===== config.mk =====
export PLATFORM = sky130hd
export DESIGN_NAME = afifo_wr_arbiter_flat
export DESIGN_NICKNAME = d
export VERILOG_FILES = /design/src/rtl/afifo_wr_arbiter_if.sv /design/src/rtl/afifo_wr_arbiter.sv /design/src/flat_wrapper.sv
export SDC_FILE = /design/constraint.sdc
export NUM_CORES = 1
export LEC_CHECK = 0
export ABC_CLOCK_PERIOD_IN_PS = 3600
export BUFFER_PORTS_ARGS = -buffer_cell sky130_fd_sc_hd__buf_2
export CAP_MARGIN = 20
export CORE_MARGIN = 3
export CORE_UTILIZATION = 30
export CTS_CLUSTER_SIZE = 20
export DETAILED_ROUTE_END_ITERATION = 7
export GPL_TIMING_DRIVEN = 0
export PLACE_DENSITY = 0.73
export SYNTH_ARGS = -nofsm -noshare
export SYNTH_HDL_FRONTEND = slang
export SYNTH_SLANG_ARGS = --single-unit

===== constraint.sdc =====
create_clock -name clk -period 3.6 [get_ports clk]
set_input_delay 0.36 -clock clk [delete_from_list [all_inputs] [get_ports clk]]
set_output_delay 0.36 -clock clk [all_outputs]
set_load 0.03 [all_outputs]

===== src/rtl/afifo_wr_arbiter_if.sv =====
// Requester-side handshake and FIFO write-port bundle for afifo_wr_arbiter.
// The arbiter uses the slave modport; the requester/FIFO environment uses master.
interface afifo_wr_arbiter_if #(
    parameter int NUM_REQ    = 4,
    parameter int DATA_WIDTH = 32,
    parameter int ID_W       = (NUM_REQ > 1) ? $clog2(NUM_REQ) : 1
) ();
    logic [NUM_REQ-1:0]            req_valid;
    logic [NUM_REQ*DATA_WIDTH-1:0] req_data;
    logic [NUM_REQ-1:0]            req_ready;
    logic                          fifo_full;
    logic                          fifo_write;
    logic [ID_W+DATA_WIDTH-1:0]    fifo_data;
    logic [ID_W-1:0]               grant_id;

    modport master (
        output req_valid, req_data, fifo_full,
        input  req_ready, fifo_write, fifo_data, grant_id
    );

    modport slave (
        input  req_valid, req_data, fifo_full,
        output req_ready, fifo_write, fifo_data, grant_id
    );
endinterface


===== src/rtl/afifo_wr_arbiter.sv =====
// Round-robin arbiter sharing one afifo_channel write port among NUM_REQ requesters.
// Optional burst lock: define AFIFO_ARB_BURST_LOCK_EN to hold a winner for up to MAX_BURST beats.
module afifo_wr_arbiter #(
    parameter int NUM_REQ    = 4,
    parameter int DATA_WIDTH = 32,
    parameter int ID_W       = (NUM_REQ > 1) ? $clog2(NUM_REQ) : 1,
    parameter int MAX_BURST  = 8
) (
    input  logic                 clk,
    input  logic                 rst_n,
    afifo_wr_arbiter_if.slave    bus
);
    if (NUM_REQ < 2 || NUM_REQ > 16 || MAX_BURST < 1 || MAX_BURST > 255) begin : g_bad_param
        $error("afifo_wr_arbiter: parameter out of range");
    end

    logic [ID_W-1:0]       last;
    logic [ID_W-1:0]       win;
    logic                  found;
    logic [DATA_WIDTH-1:0] win_data;
    logic [NUM_REQ-1:0]    rdy;
    logic                  xfer;

`ifdef AFIFO_ARB_BURST_LOCK_EN
    typedef enum logic {IDLE, LOCKED} state_t;
    localparam logic [7:0] MAX_B = 8'(MAX_BURST);
    state_t     state;
    logic [7:0] cnt;
`endif

    always_comb begin
        logic [ID_W-1:0] idx;
        idx   = '0;
        win   = '0;
        found = 1'b0;
        for (int k = 1; k <= NUM_REQ; k++) begin
            idx = ID_W'((int'(last) + k) % NUM_REQ);
            if (!found && bus.req_valid[idx]) begin
                found = 1'b1;
                win   = idx;
            end
        end
`ifdef AFIFO_ARB_BURST_LOCK_EN
        // While locked the owner is always 'last'; it overrides rotation only while still valid.
        if (state == LOCKED && bus.req_valid[last]) begin
            found = 1'b1;
            win   = last;
        end
`endif
    end

    always_comb begin
        rdy      = '0;
        win_data = '0;
        for (int i = 0; i < NUM_REQ; i++) begin
            rdy[i] = found && !bus.fifo_full && (ID_W'(i) == win);
            if (ID_W'(i) == win) win_data = bus.req_data[i*DATA_WIDTH +: DATA_WIDTH];
        end
    end

    assign bus.req_ready = rdy;
    assign xfer          = |(bus.req_valid & rdy);

    always_ff @(posedge clk or negedge rst_n) begin
        if (!rst_n) begin
            bus.fifo_write <= 1'b0;
            bus.fifo_data  <= '0;
            bus.grant_id   <= '0;
            last           <= ID_W'(NUM_REQ - 1);
`ifdef AFIFO_ARB_BURST_LOCK_EN
            state          <= IDLE;
            cnt            <= '0;
`endif
        end else if (xfer) begin
            bus.fifo_write <= 1'b1;
            bus.fifo_data  <= {win, win_data};
            bus.grant_id   <= win;
            last           <= win;
`ifdef AFIFO_ARB_BURST_LOCK_EN
            if (state == LOCKED && win == last) begin
                if (cnt + 8'd1 == MAX_B) state <= IDLE;
                else                     cnt   <= cnt + 8'd1;
            end else if (MAX_BURST > 1) begin
                state <= LOCKED;
                cnt   <= 8'd1;
            end else begin
                state <= IDLE;
            end
`endif
        end else begin
            bus.fifo_write <= 1'b0;
`ifdef AFIFO_ARB_BURST_LOCK_EN
            // A stall keeps the lock; only the owner going idle releases it.
            if (state == LOCKED && !bus.req_valid[last]) state <= IDLE;
`endif
        end
    end
endmodule


===== src/flat_wrapper.sv =====
// flat-port wrapper written by rule: the top's interface ports become plain ports
module afifo_wr_arbiter_flat 
#(
    parameter int NUM_REQ    = 4,
    parameter int DATA_WIDTH = 32,
    parameter int ID_W       = (NUM_REQ > 1) ? $clog2(NUM_REQ) : 1,
    parameter int MAX_BURST  = 8
)
  (clk, rst_n, bus_req_valid, bus_req_data, bus_fifo_full, bus_req_ready, bus_fifo_write, bus_fifo_data, bus_grant_id);
  afifo_wr_arbiter_if #(.NUM_REQ(NUM_REQ), .DATA_WIDTH(DATA_WIDTH), .ID_W(ID_W)) bus_i ();
  input  logic clk;
  input  logic rst_n;
  input wire logic [$bits(bus_i.req_valid)-1:0] bus_req_valid;
  input wire logic [$bits(bus_i.req_data)-1:0] bus_req_data;
  input wire logic [$bits(bus_i.fifo_full)-1:0] bus_fifo_full;
  output wire logic [$bits(bus_i.req_ready)-1:0] bus_req_ready;
  output wire logic [$bits(bus_i.fifo_write)-1:0] bus_fifo_write;
  output wire logic [$bits(bus_i.fifo_data)-1:0] bus_fifo_data;
  output wire logic [$bits(bus_i.grant_id)-1:0] bus_grant_id;
  assign bus_i.req_valid = bus_req_valid;
  assign bus_i.req_data = bus_req_data;
  assign bus_i.fifo_full = bus_fifo_full;
  assign bus_req_ready = bus_i.req_ready;
  assign bus_fifo_write = bus_i.fifo_write;
  assign bus_fifo_data = bus_i.fifo_data;
  assign bus_grant_id = bus_i.grant_id;
  afifo_wr_arbiter #(.NUM_REQ(NUM_REQ), .DATA_WIDTH(DATA_WIDTH), .ID_W(ID_W), .MAX_BURST(MAX_BURST)) u_core (.clk(clk), .rst_n(rst_n), .bus(bus_i));
endmodule

==> run_results.csv <==
group,metric,value,unit
place,hpwl,6.043,mm
power,power_density,528.3,nW/um2
synth,ys_types,28,
global_route,globalRoute.totalOverflow,0,
synth,synth_cells,215,
synth,synth-seq-area-share,0.3953,
cts,postCtsResizedCells,0,
floorplan,num_io_pins,176,
synth,yosysMostFrequentCell,"mux2i_1",
place,placed_cells,489,
cts,clockBufferDepth,2,
power,power.leakage,1.878,nW
cells_and_area,multi_input_area,1229,um2
synth,synth_top_area_frac,0.3729,
timing,finalCritPeriodShare,0.6467,
cells_and_area,register_area,928.4,um2
cells_and_area,syn_to_final_growth,46.40,%
cts,insertion_delay,280,ps
setup_path,worstSetupPathType,"flop to output port",
floorplan,num_rows,31,
timing,slew-limit-headroom,0.4470,
synth,yosys-top-cells-area,"dfrtp_1 (37%), mux2i_1 (27%), o221ai_1 (12%)",
setup_path,crit_buf_inv,2,
floorplan,die_area,8926,um2
floorplan,die_h,94.48,um
timing,fin_skew,1.417,ps
place,place_congestion,0.7482,
synth,yosys_warnings,0,
synth,yosys.area.top_type,"dfrtp_1",
cells_and_area,nFillCells,737,
setup_path,arrival,1970,ps
job,max_cap_viol_count,0,
global_route,grt_max_degree,38,
timing,finalHoldWorstSlack,170.5,ps
routing,first_pass_iters,4,
synth,synthTopCellsByCount,"mux2i_1 (64), nand2_1 (36), dfrtp_1 (35), o221ai_1 (32), nor2_1 (8)",
routing,vias,2390,
setup_path,cp-start-kind,"flop",
setup_path,cp_cell_sequence,"nand2b_4 > o22ai_1 > a21oi_2 > nand2_2 > buf_2 > nor2_1 > buf_2",
setup_path,path_delay_family,"flip-flops",
cells_and_area,drive_above_1_share,0.5226,
routing,routedWlPerCell,15.03,um
cells_and_area,layout.cells.non_filler,497,
cts,cts_sinks,37,
routing,drtIter0Drc,39,
floorplan,start_util,0.3170,
global_route,grt_pass1_wl,11.29,mm
cts,clkSlewWorstSetupHoldPaths,70,ps
timing,fin_setup_tns,0,ps
routing,drc,0,
power,ir_drop,207.2,uV
global_route,grt_pass1_vias,2379,
timing,slew_violations,0,
timing,max_freq,429.5,MHz
timing,hold_violations,0,
synth,synth_enable_flop_cells,0,
cells_and_area,n_antenna_cell,0,
setup_path,critPathMostFrequentCell,"buf_2",
synth,syn_avg_cell_area,10.92,um2
setup_path,slowest_stage,"dfstp_2",
global_route,grt_antenna_before_repair,0,
place,numPortBuffers,175,
synth,ys_ff_latch,37,
cts,htreeDepth,2,
cts,cts_inserted_buffers,5,
setup_path,path_max_fanout,10,
timing,rsz0062_at_grt,"false",
run_status,status,"finished clean",
cts,root_buffer,"clkbuf_8",
synth,synth_fp_nets,350,
floorplan,fp.coreArea,7408,um2
setup_path,max_stage_delay,570,ps
timing,final-setup-viol-count,0,
routing,wirelength,7.470,mm
global_route,grt_util_all_layers,0.1625,
routing,ant_nets,0,
floorplan,die_w,94.48,um
min_path,holdCritPathClass,"input port to asynchronous set/reset pin",
setup_path,crit_required,3240,ps
cts,cts_tree,"done",
cells_and_area,fin_nets,532,
routing,viasPerCell,4.809,
setup_path,cp-end-kind,"output port",
cts,ctsHoldBuffers,0,
synth,synthesis.area,2349,um2
cts,post_cts.repair.setup_buffers,0,
timing,post-route-min-period,2328,ps
synth,synthArstFlopShare,1.000,
synth,ys.flop_type,"dfrtp_1",
timing,tightest_slew,829.5,ps
state kept, by name, summed over array words and instances, names as in the netlist:
register / count
u_core.last: 2
u_core.bus.fifo_write: 1
u_core.bus.grant_id: 2
u_core.bus.fifo_data: 32
per-stage QoR:
| step | area [um2] | worst slack [ps] | util | total power [mW] |
|---|---|---|---|---|
| floorplan | 2349 | 1349 | - | 1.239 |
| global placement | 3348 | 1584 | 0.4520 | 1.521 |
| detailed placement | 3348 | 1557 | 0.4520 | 1.540 |
| CTS | 3438 | 1239 | 0.4641 | 1.849 |
| global route | 3438 | 1116 | 0.4641 | 1.933 |
| finish | 3438 | 1272 | 0.4641 | 1.816 |
cell families after synthesis:
kind of cell / synth area share
buf+inv: 0.08151
compound gates: 0.1428
flops: 0.3953
simple gates: 0.1076
mux: 0.2728
power by group:
group / internal [mW] / leakage [nW] / switching [mW]
sequential: 0.528 / 0.449 / 0.0614
clock: 0.156 / 0.0455 / 0.145
combinational: 0.374 / 1.38 / 0.551
placed cells by master (no fill, tap or decap), drive strengths merged:
master | synthesis | final
inv | 1 | 1
o221ai | 32 | 32
a21o | 2 | 2
o21ai | 2 | 2
dfrtp | 35 | 35
clkbuf | 5 | 13
and3 | 1 | 1
nand2b | 3 | 3
a21oi | 3 | 3
nor2b | 2 | 2
dfstp | 2 | 2
o22ai | 1 | 1
buf | 14 | 189
nand2 | 37 | 37
nand3 | 1 | 1
nor2 | 8 | 8
nor3 | 2 | 2
mux2i | 64 | 64
area by class of cell:
cell class,count,area share
Timing Repair Buffer,175,0.2547
Buffer,19,0.05313
Clock buffer,8,0.02620
Inverter,1,0.002547
Tap cell,99,0.03603
Sequential cell,37,0.2700
Multi-Input combinational cell,158,0.3574
metal layers:
layer | vias to the layer above | GRT usage | routed length, um | part of all wire
met4 | 0 | 0.03606 | 29 | 0.0039
met1 | 1098 | 0.1873 | 2828 | 0.38
li1 | 1170 | - | - | -
met5 | - | 0 | 0 | 0
met2 | 120 | 0.3008 | 3901 | 0.52
met3 | 2 | 0.04143 | 710 | 0.095
worst register-to-register path: stages, from the launching register on:
cell      delay [ps]
dfstp_2          570
nand2b_4         140
o22ai_1           80
a21oi_2          190
nand2b_1         280
buf_2            290
o221ai_1         140
worst paths after layout:
kind | start | end | slack (ps) | depth (start not counted)
max in group asynchronous | rst_n | u_core.bus.fifo_data[25]$_DFFE_PN0P_ | 2910 | 1
worst min register to register | u_core.bus.fifo_data[17]$_DFFE_PN0P_ | u_core.bus.fifo_data[17]$_DFFE_PN0P_ | 480 | 2
min in group clk | bus_req_data[3] | u_core.bus.fifo_data[3]$_DFFE_PN0P_ | 390 | 3
worst min-delay path | rst_n | u_core.bus.fifo_data[10]$_DFFE_PN0P_ | 170 | 1
worst max-delay path | u_core.last[0]$_DFFE_PN1P_ | bus_req_ready[3] | 1270 | 7
worst max register to register | u_core.last[0]$_DFFE_PN1P_ | u_core.bus.fifo_data[11]$_DFFE_PN0P_ | 1780 | 6
Note: power is estimated with default switching activity, not from simulation.
